[src/rtl/mem_stage_lsu_if.sv]
// Bundles the MEM-stage pipeline controls, the data-memory port and the
// writeback-side results of the load/store unit into one interface.
// slave = the LSU itself; master = the pipeline and memory around it.
// Optional LSU_PERF_EN adds RMW_COUNT and MISALIGN_COUNT to the bundle.
interface mem_stage_lsu_if #(
  parameter int ADDR_W = 32
);
  logic              VALID_M;
  logic              MEMREAD_M;
  logic              MEMWRITE_M;
  logic [2:0]        FUNCT3_M;
  logic [ADDR_W-1:0] ADDR_M;
  logic [31:0]       WDATA_M;
  logic [31:0]       DM_RD;
  logic [ADDR_W-1:0] DM_A;
  logic [31:0]       DM_WD;
  logic              DM_WE;
  logic              STALL;
  logic [31:0]       LOAD_DATA_W;
  logic              LOAD_VALID_W;
  logic              MISALIGN_W;
`ifdef LSU_PERF_EN
  logic [15:0]       RMW_COUNT;
  logic [15:0]       MISALIGN_COUNT;

  modport slave (
    input  VALID_M, MEMREAD_M, MEMWRITE_M, FUNCT3_M, ADDR_M, WDATA_M, DM_RD,
    output DM_A, DM_WD, DM_WE, STALL, LOAD_DATA_W, LOAD_VALID_W, MISALIGN_W,
    output RMW_COUNT, MISALIGN_COUNT
  );
  modport master (
    output VALID_M, MEMREAD_M, MEMWRITE_M, FUNCT3_M, ADDR_M, WDATA_M, DM_RD,
    input  DM_A, DM_WD, DM_WE, STALL, LOAD_DATA_W, LOAD_VALID_W, MISALIGN_W,
    input  RMW_COUNT, MISALIGN_COUNT
  );
`else
  modport slave (
    input  VALID_M, MEMREAD_M, MEMWRITE_M, FUNCT3_M, ADDR_M, WDATA_M, DM_RD,
    output DM_A, DM_WD, DM_WE, STALL, LOAD_DATA_W, LOAD_VALID_W, MISALIGN_W
  );
  modport master (
    output VALID_M, MEMREAD_M, MEMWRITE_M, FUNCT3_M, ADDR_M, WDATA_M, DM_RD,
    input  DM_A, DM_WD, DM_WE, STALL, LOAD_DATA_W, LOAD_VALID_W, MISALIGN_W
  );
`endif
endinterface

[src/rtl/mem_stage_lsu.sv]
// Purpose: RV32I MEM-stage load/store unit over a word-only data memory.
// Latency: loads 1 cycle to LOAD_DATA_W; SW same cycle; SB/SH 2-cycle RMW.
// Backpressure: STALL high for the read phase of a sub-word store only.
// Ports: CLK, RST_N (async active-low); bus (mem_stage_lsu_if.slave) carries
//   pipeline inputs (VALID_M, MEMREAD_M, MEMWRITE_M, FUNCT3_M, ADDR_M,
//   WDATA_M), memory port (DM_RD in; DM_A, DM_WD, DM_WE out) and results
//   (STALL, LOAD_DATA_W, LOAD_VALID_W, MISALIGN_W).
// Optional: define LSU_PERF_EN for saturating RMW_COUNT / MISALIGN_COUNT.
module mem_stage_lsu #(
  parameter int ADDR_W              = 32,
  parameter bit SUPPRESS_MISALIGNED = 1'b1
) (
  input logic           CLK,
  input logic           RST_N,
  mem_stage_lsu_if.slave bus
);

  typedef enum logic {IDLE, MERGE} state_e;

  state_e      state_q, state_d;
  logic [31:0] merge_q, merge_d;
  logic [31:0] load_data_q, load_data_d;
  logic        load_valid_q, load_valid_d;
  logic        misalign_q, misalign_d;

  logic        is_b, is_h, is_w, is_unsigned;
  logic        op_vld, is_store, is_load, misalign, proceed;
  logic [1:0]  off;
  logic [7:0]  byte_sel;
  logic [15:0] half_sel;
  logic [31:0] load_ext, merge_word, wd_c;
  logic        we_c, stall_c;

  // 000/100 byte, 001/101 half, 010 word; 011/110/111 decode to nothing.
  assign is_b        = (bus.FUNCT3_M[1:0] == 2'b00);
  assign is_h        = (bus.FUNCT3_M[1:0] == 2'b01);
  assign is_w        = (bus.FUNCT3_M == 3'b010);
  assign is_unsigned = bus.FUNCT3_M[2];

  assign op_vld   = bus.VALID_M && (is_b || is_h || is_w) &&
                    (bus.MEMREAD_M || bus.MEMWRITE_M);
  // A combined read+write is executed as a store only.
  assign is_store = bus.MEMWRITE_M;
  assign is_load  = bus.MEMREAD_M && !bus.MEMWRITE_M;
  assign misalign = op_vld && ((is_h && bus.ADDR_M[0]) ||
                               (is_w && (bus.ADDR_M[1:0] != 2'b00)));
  assign proceed  = op_vld && (!misalign || !SUPPRESS_MISALIGNED);

  // Lane offset with the low bits forced to the access size; identical to
  // ADDR_M[1:0] for aligned ops, and realigns misaligned ones when they
  // are allowed to proceed.
  assign off = is_w ? 2'b00 : (is_h ? {bus.ADDR_M[1], 1'b0} : bus.ADDR_M[1:0]);

  assign byte_sel = bus.DM_RD[{off, 3'b000} +: 8];
  assign half_sel = bus.DM_RD[{off[1], 4'b0000} +: 16];

  always_comb begin
    if (is_w) begin
      load_ext = bus.DM_RD;
    end else if (is_h) begin
      load_ext = {{16{!is_unsigned && half_sel[15]}}, half_sel};
    end else begin
      load_ext = {{24{!is_unsigned && byte_sel[7]}}, byte_sel};
    end
  end

  always_comb begin
    merge_word = bus.DM_RD;
    if (is_h) begin
      merge_word[{off[1], 4'b0000} +: 16] = bus.WDATA_M[15:0];
    end else begin
      merge_word[{off, 3'b000} +: 8] = bus.WDATA_M[7:0];
    end
  end

  always_comb begin
    state_d      = state_q;
    merge_d      = merge_q;
    load_data_d  = '0;
    load_valid_d = 1'b0;
    misalign_d   = 1'b0;
    we_c         = 1'b0;
    stall_c      = 1'b0;
    wd_c         = bus.WDATA_M;
    case (state_q)
      IDLE: begin
        misalign_d = misalign;
        if (proceed && is_store) begin
          if (is_w) begin
            we_c = 1'b1;
          end else begin
            // Read phase: capture the merged word, write it next cycle.
            stall_c = 1'b1;
            merge_d = merge_word;
            state_d = MERGE;
          end
        end else if (proceed && is_load) begin
          load_data_d  = load_ext;
          load_valid_d = 1'b1;
        end
      end
      MERGE: begin
        // Inputs are frozen by the stall, so DM_A still points at the word.
        we_c    = 1'b1;
        wd_c    = merge_q;
        state_d = IDLE;
      end
      default: state_d = IDLE;
    endcase
  end

  always_ff @(posedge CLK or negedge RST_N) begin
    if (!RST_N) begin
      state_q      <= IDLE;
      merge_q      <= '0;
      load_data_q  <= '0;
      load_valid_q <= 1'b0;
      misalign_q   <= 1'b0;
    end else begin
      state_q      <= state_d;
      merge_q      <= merge_d;
      load_data_q  <= load_data_d;
      load_valid_q <= load_valid_d;
      misalign_q   <= misalign_d;
    end
  end

  // Gate with RST_N so an in-flight RMW never writes while reset is held.
  assign bus.DM_A         = {bus.ADDR_M[ADDR_W-1:2], 2'b00};
  assign bus.DM_WD        = wd_c;
  assign bus.DM_WE        = we_c && RST_N;
  assign bus.STALL        = stall_c && RST_N;
  assign bus.LOAD_DATA_W  = load_data_q;
  assign bus.LOAD_VALID_W = load_valid_q;
  assign bus.MISALIGN_W   = misalign_q;

`ifdef LSU_PERF_EN
  logic [15:0] rmw_cnt_q, rmw_cnt_d;
  logic [15:0] mis_cnt_q, mis_cnt_d;

  always_comb begin
    rmw_cnt_d = rmw_cnt_q;
    mis_cnt_d = mis_cnt_q;
    if (state_q == IDLE && state_d == MERGE && rmw_cnt_q != 16'hFFFF) begin
      rmw_cnt_d = rmw_cnt_q + 16'd1;
    end
    if (state_q == IDLE && misalign && mis_cnt_q != 16'hFFFF) begin
      mis_cnt_d = mis_cnt_q + 16'd1;
    end
  end

  always_ff @(posedge CLK or negedge RST_N) begin
    if (!RST_N) begin
      rmw_cnt_q <= '0;
      mis_cnt_q <= '0;
    end else begin
      rmw_cnt_q <= rmw_cnt_d;
      mis_cnt_q <= mis_cnt_d;
    end
  end

  assign bus.RMW_COUNT      = rmw_cnt_q;
  assign bus.MISALIGN_COUNT = mis_cnt_q;
`endif

endmodule

[src/flat_wrapper.sv]
// flat-port wrapper written by rule: the top's interface ports become plain ports
module mem_stage_lsu_flat 
#(
  parameter int ADDR_W              = 32,
  parameter bit SUPPRESS_MISALIGNED = 1'b1
)
  (CLK, RST_N, bus_VALID_M, bus_MEMREAD_M, bus_MEMWRITE_M, bus_FUNCT3_M, bus_ADDR_M, bus_WDATA_M, bus_DM_RD, bus_DM_A, bus_DM_WD, bus_DM_WE, bus_STALL, bus_LOAD_DATA_W, bus_LOAD_VALID_W, bus_MISALIGN_W);
  mem_stage_lsu_if #(.ADDR_W(ADDR_W)) bus_i ();
  input logic CLK;
  input logic RST_N;
  input wire logic [$bits(bus_i.VALID_M)-1:0] bus_VALID_M;
  input wire logic [$bits(bus_i.MEMREAD_M)-1:0] bus_MEMREAD_M;
  input wire logic [$bits(bus_i.MEMWRITE_M)-1:0] bus_MEMWRITE_M;
  input wire logic [$bits(bus_i.FUNCT3_M)-1:0] bus_FUNCT3_M;
  input wire logic [$bits(bus_i.ADDR_M)-1:0] bus_ADDR_M;
  input wire logic [$bits(bus_i.WDATA_M)-1:0] bus_WDATA_M;
  input wire logic [$bits(bus_i.DM_RD)-1:0] bus_DM_RD;
  output wire logic [$bits(bus_i.DM_A)-1:0] bus_DM_A;
  output wire logic [$bits(bus_i.DM_WD)-1:0] bus_DM_WD;
  output wire logic [$bits(bus_i.DM_WE)-1:0] bus_DM_WE;
  output wire logic [$bits(bus_i.STALL)-1:0] bus_STALL;
  output wire logic [$bits(bus_i.LOAD_DATA_W)-1:0] bus_LOAD_DATA_W;
  output wire logic [$bits(bus_i.LOAD_VALID_W)-1:0] bus_LOAD_VALID_W;
  output wire logic [$bits(bus_i.MISALIGN_W)-1:0] bus_MISALIGN_W;
  assign bus_i.VALID_M = bus_VALID_M;
  assign bus_i.MEMREAD_M = bus_MEMREAD_M;
  assign bus_i.MEMWRITE_M = bus_MEMWRITE_M;
  assign bus_i.FUNCT3_M = bus_FUNCT3_M;
  assign bus_i.ADDR_M = bus_ADDR_M;
  assign bus_i.WDATA_M = bus_WDATA_M;
  assign bus_i.DM_RD = bus_DM_RD;
  assign bus_DM_A = bus_i.DM_A;
  assign bus_DM_WD = bus_i.DM_WD;
  assign bus_DM_WE = bus_i.DM_WE;
  assign bus_STALL = bus_i.STALL;
  assign bus_LOAD_DATA_W = bus_i.LOAD_DATA_W;
  assign bus_LOAD_VALID_W = bus_i.LOAD_VALID_W;
  assign bus_MISALIGN_W = bus_i.MISALIGN_W;
  mem_stage_lsu #(.ADDR_W(ADDR_W), .SUPPRESS_MISALIGNED(SUPPRESS_MISALIGNED)) u_core (.CLK(CLK), .RST_N(RST_N), .bus(bus_i));
endmodule
[config.mk]
export PLATFORM = sky130hd
export DESIGN_NAME = mem_stage_lsu_flat
export DESIGN_NICKNAME = d
export VERILOG_FILES = /design/src/rtl/mem_stage_lsu_if.sv /design/src/rtl/mem_stage_lsu.sv /design/src/flat_wrapper.sv
export SDC_FILE = /design/constraint.sdc
export NUM_CORES = 1
export LEC_CHECK = 0
export CAP_MARGIN = 10
export CORE_MARGIN = 8
export CORE_UTILIZATION = 38
export CTS_CLUSTER_DIAMETER = 40
export CTS_CLUSTER_SIZE = 14
export DETAILED_ROUTE_END_ITERATION = 8
export PLACE_DENSITY = 0.79
export SLEW_MARGIN = 0
export SYNTH_ARGS = -nofsm -noshare
export SYNTH_HDL_FRONTEND = slang
export SYNTH_SLANG_ARGS = --single-unit
export TNS_END_PERCENT = 100
[constraint.sdc]
create_clock -name CLK -period 1.63 [get_ports CLK]
set_input_delay 0.163 -clock CLK [delete_from_list [all_inputs] [get_ports CLK]]
set_output_delay 0.163 -clock CLK [all_outputs]
set_load 0.01 [all_outputs]
==> run metrics <==
register area share after synthesis=37.9%; Max Cap Violations=0; RePlAce Congestion=0.909; H-tree depth=3; root buffer cell=clkbuf_16; area delta synth->final=65.9%; DIE WIDTH=124 um; status=finished with violations; clock tree buffer depth=2; RSZ-0062 raised after global routing=yes; final core utilization=64.6%; grt ovf=0; first-pass GRT wire length=27200 um; Final ANT Viol Nets=0; via count=4742; ANT cells=0; Slowest-stage cell, CP=dfrtp_1; Total Die Area=15400 um2; Final Power=5.83 mW; Setup Viol. Count Final=88; Initial Utilization=38.9%; largest net degree at the start of global routing=65; final net count=765; std cell rows=39; post-synthesis async set-or-reset flop share=100%; CTS tree=built; Crit. End Element=register; failing checks=negative setup slack; worst skew pair latency=0.34 ns; Tcrit/Tclk final=110%; Worst path max stage delay=0.40 ns; Final Critical Period=1.80 ns; Crit Path Class=register to register; CP Cell Sequence=buf_8 -> buf_6 -> nor2b_4 -> nand4b_1 -> or2_4 -> buf_8 -> clkbuf_16 -> a31oi_4; drc violations=0; worst slew pin tran=0.795 ns; Top FF cell, synth=dfrtp_1; cell count after synthesis=486; pwr dens=795 nW/um2; vias in the first global route=4883; GRT Util Overall=23.3%; Slew Viols, Final=0; Slew headroom=47.0%; drt wl/cell=23.5 um; Final Hold Viols=0; CTS Sinks=67; initial antenna violation count=0; WL final=19000 um; CTS Buf Count=9; First-pass DRT Iterations=5; CP arrival=2.05 ns; Final HPWL DP=13100 um; worst path required time=1.88 ns; post-DR vias/cell=5.88; Clk pin slew, worst setup/hold paths=0.06 ns; FF+latch count, synth=67; Post-Syn Area per Cell=9.10 um2; fmax=555 MHz; synth warn=0; worst setup margin=-0.170 ns; 1st-iter DRT viols=561; fraction of layout cells with a size suffix above 1=38.1%; die height=124 um; mapped cell area=4420 um2; input/output buffers=141; VDD IR-drop max=0.000468 V; hold crit path type=input pin to async pin; skew final=0.00536 ns; CP top delay family=buffers and inverters; reg2reg setup slack=-0.17 ns; Critical Path Most Common Cell=buf_8; leakage power=3.14 nW; Top-Level Pins=204; Yosys cell types=50; Post-synth EDFFs=0; CP max FO=8; critical path startpoint category=register; WP buf/inv=4; core area=11400 um2
final cells by class:
type	count	area (um2)
timing repair buffer	232	2320
clock buffer	9	225
multi-input combinational	343	2820
sequential	67	1680
inverter	6	23.8
tap	143	179
fill	900	4030
clock inverter	7	100
cell usage after synthesis (all sizes together) (5+ instances only):
library cell  instances  area share (%)
o221ai               14             2.8
buf                  52             7.8
a22oi                16             2.7
a211oi                8             1.4
o21ai                33             3.7
o211ai                8             1.4
a21oi                32             3.6
inv                   5            0.42
nand2                67             5.7
clkbuf               19             1.6
a31oi                18             2.9
nor2                 32             2.7
mux2i                17             3.8
a22o                  8             1.6
a221o                 8             1.8
mux2                 46              12
dfrtp                67              38
state kept, by name (all words and copies together) (netlist names):
| name | cells |
|---|---|
| u_core.state_q | 1 |
| u_core.bus.LOAD_DATA_W | 32 |
| u_core.merge_q | 32 |
| u_core.bus.LOAD_VALID_W | 1 |
| u_core.bus.MISALIGN_W | 1 |
stage by stage:
stage | worst slack, ns | hold slack [ns] | instance area (um2) | instances | TNS, ns
2_1_floorplan | -0.362 | -0.133 | 4530 | 487 | -7.11
3_3_place_gp | -0.845 | 0.0438 | 6220 | 770 | -50.25
3_5_place_dp | -0.937 | 0.0489 | 6220 | 770 | -54.12
4_1_cts | -0.131 | 0.170 | 6960 | 798 | -7.49
5_1_grt | -0.196 | 0.219 | 7340 | 807 | -10.96
6_report | -0.170 | 0.162 | 7340 | 807 | -7.06
cells in the final DEF (no fill, tap or decap), types with 3 or more instances in the layout:
cell             count
clkdlybuf4s50_1    100
buf_4               70
dfrtp_1             67
nand2_1             63
buf_6               42
a21oi_1             31
nor2_1              30
mux2_4              24
mux2_2              22
mux2i_1             17
o21ai_1             16
o221ai_1            14
o21ai_0             13
a31oi_4             12
clkbuf_16           11
a22oi_1              9
a221o_1              8
o211ai_1             8
a22o_1               8
buf_12               8
a22oi_2              7
a31oi_1              5
a211oi_2             5
o21ai_2              4
inv_1                3
nand2_2              3
clkinv_4             3
buf_2                3
layer usage:
| layer | share of wire [%] | global-route usage, % | vias to the layer above |
|---|---|---|---|
| met2 | 50 | 38.6 | 269 |
| met3 | 7.6 | 4.81 | 69 |
| met4 | 4.1 | 12.3 | 0 |
| met1 | 38 | 28.0 | 2305 |
| met5 | 0 | 0 | - |
| li1 | - | - | 2099 |
path summary, 6_finish.rpt:
kind                                               start                                   end  cells past startpoint
setup / recovery                u_core.state_q$_DFF_PN0_  u_core.bus.LOAD_DATA_W[23]$_DFF_PN0_                      8
hold / removal                                     RST_N  u_core.bus.LOAD_DATA_W[29]$_DFF_PN0_                      2
setup reg to reg                u_core.state_q$_DFF_PN0_  u_core.bus.LOAD_DATA_W[23]$_DFF_PN0_                      8
hold reg to reg            u_core.merge_q[5]$_DFFE_PN0P_         u_core.merge_q[5]$_DFFE_PN0P_                      2
max in group asynchronous                          RST_N   u_core.bus.LOAD_DATA_W[1]$_DFF_PN0_                      2
min in group CLK                          bus_ADDR_M[24]                          bus_DM_A[24]                      0
cell families (layout without fill, tap and decap cells):
kind of cell               Yosys count  after routing  share of synthesized area, %
AOI/OAI and AO/OA                  155            155                          23.8
adders and majority gates            2              2                         0.566
DFF                                 67             67                          37.9
muxes                               63             63                          15.6
other                                1              2                        0.0848
and+or+nand+nor                    121            121                          12.2
buffers and inverters               77            254                          9.90
report_power, final:
group / internal, mW / switching [mW] / total [mW] / leakage [nW]
Sequential: 1.86 / 0.134 / 1.99 / 0.891
Combinational: 0.868 / 0.805 / 1.67 / 2.09
Clock: 1.35 / 0.818 / 2.17 / 0.160
Total: 4.08 / 1.76 / 5.83 / 3.14
what timing repair did:
action                     in CTS  in global routing
setup endpoints to repair      99                 98
hold buffers                    1                  0
buffers inserted               10                  8
gates cloned                    2                  2
pin swaps                      22                 14
gates resized for setup       247                 58
hold endpoints to repair        6                  0
Power figures use the tool's default switching activity.
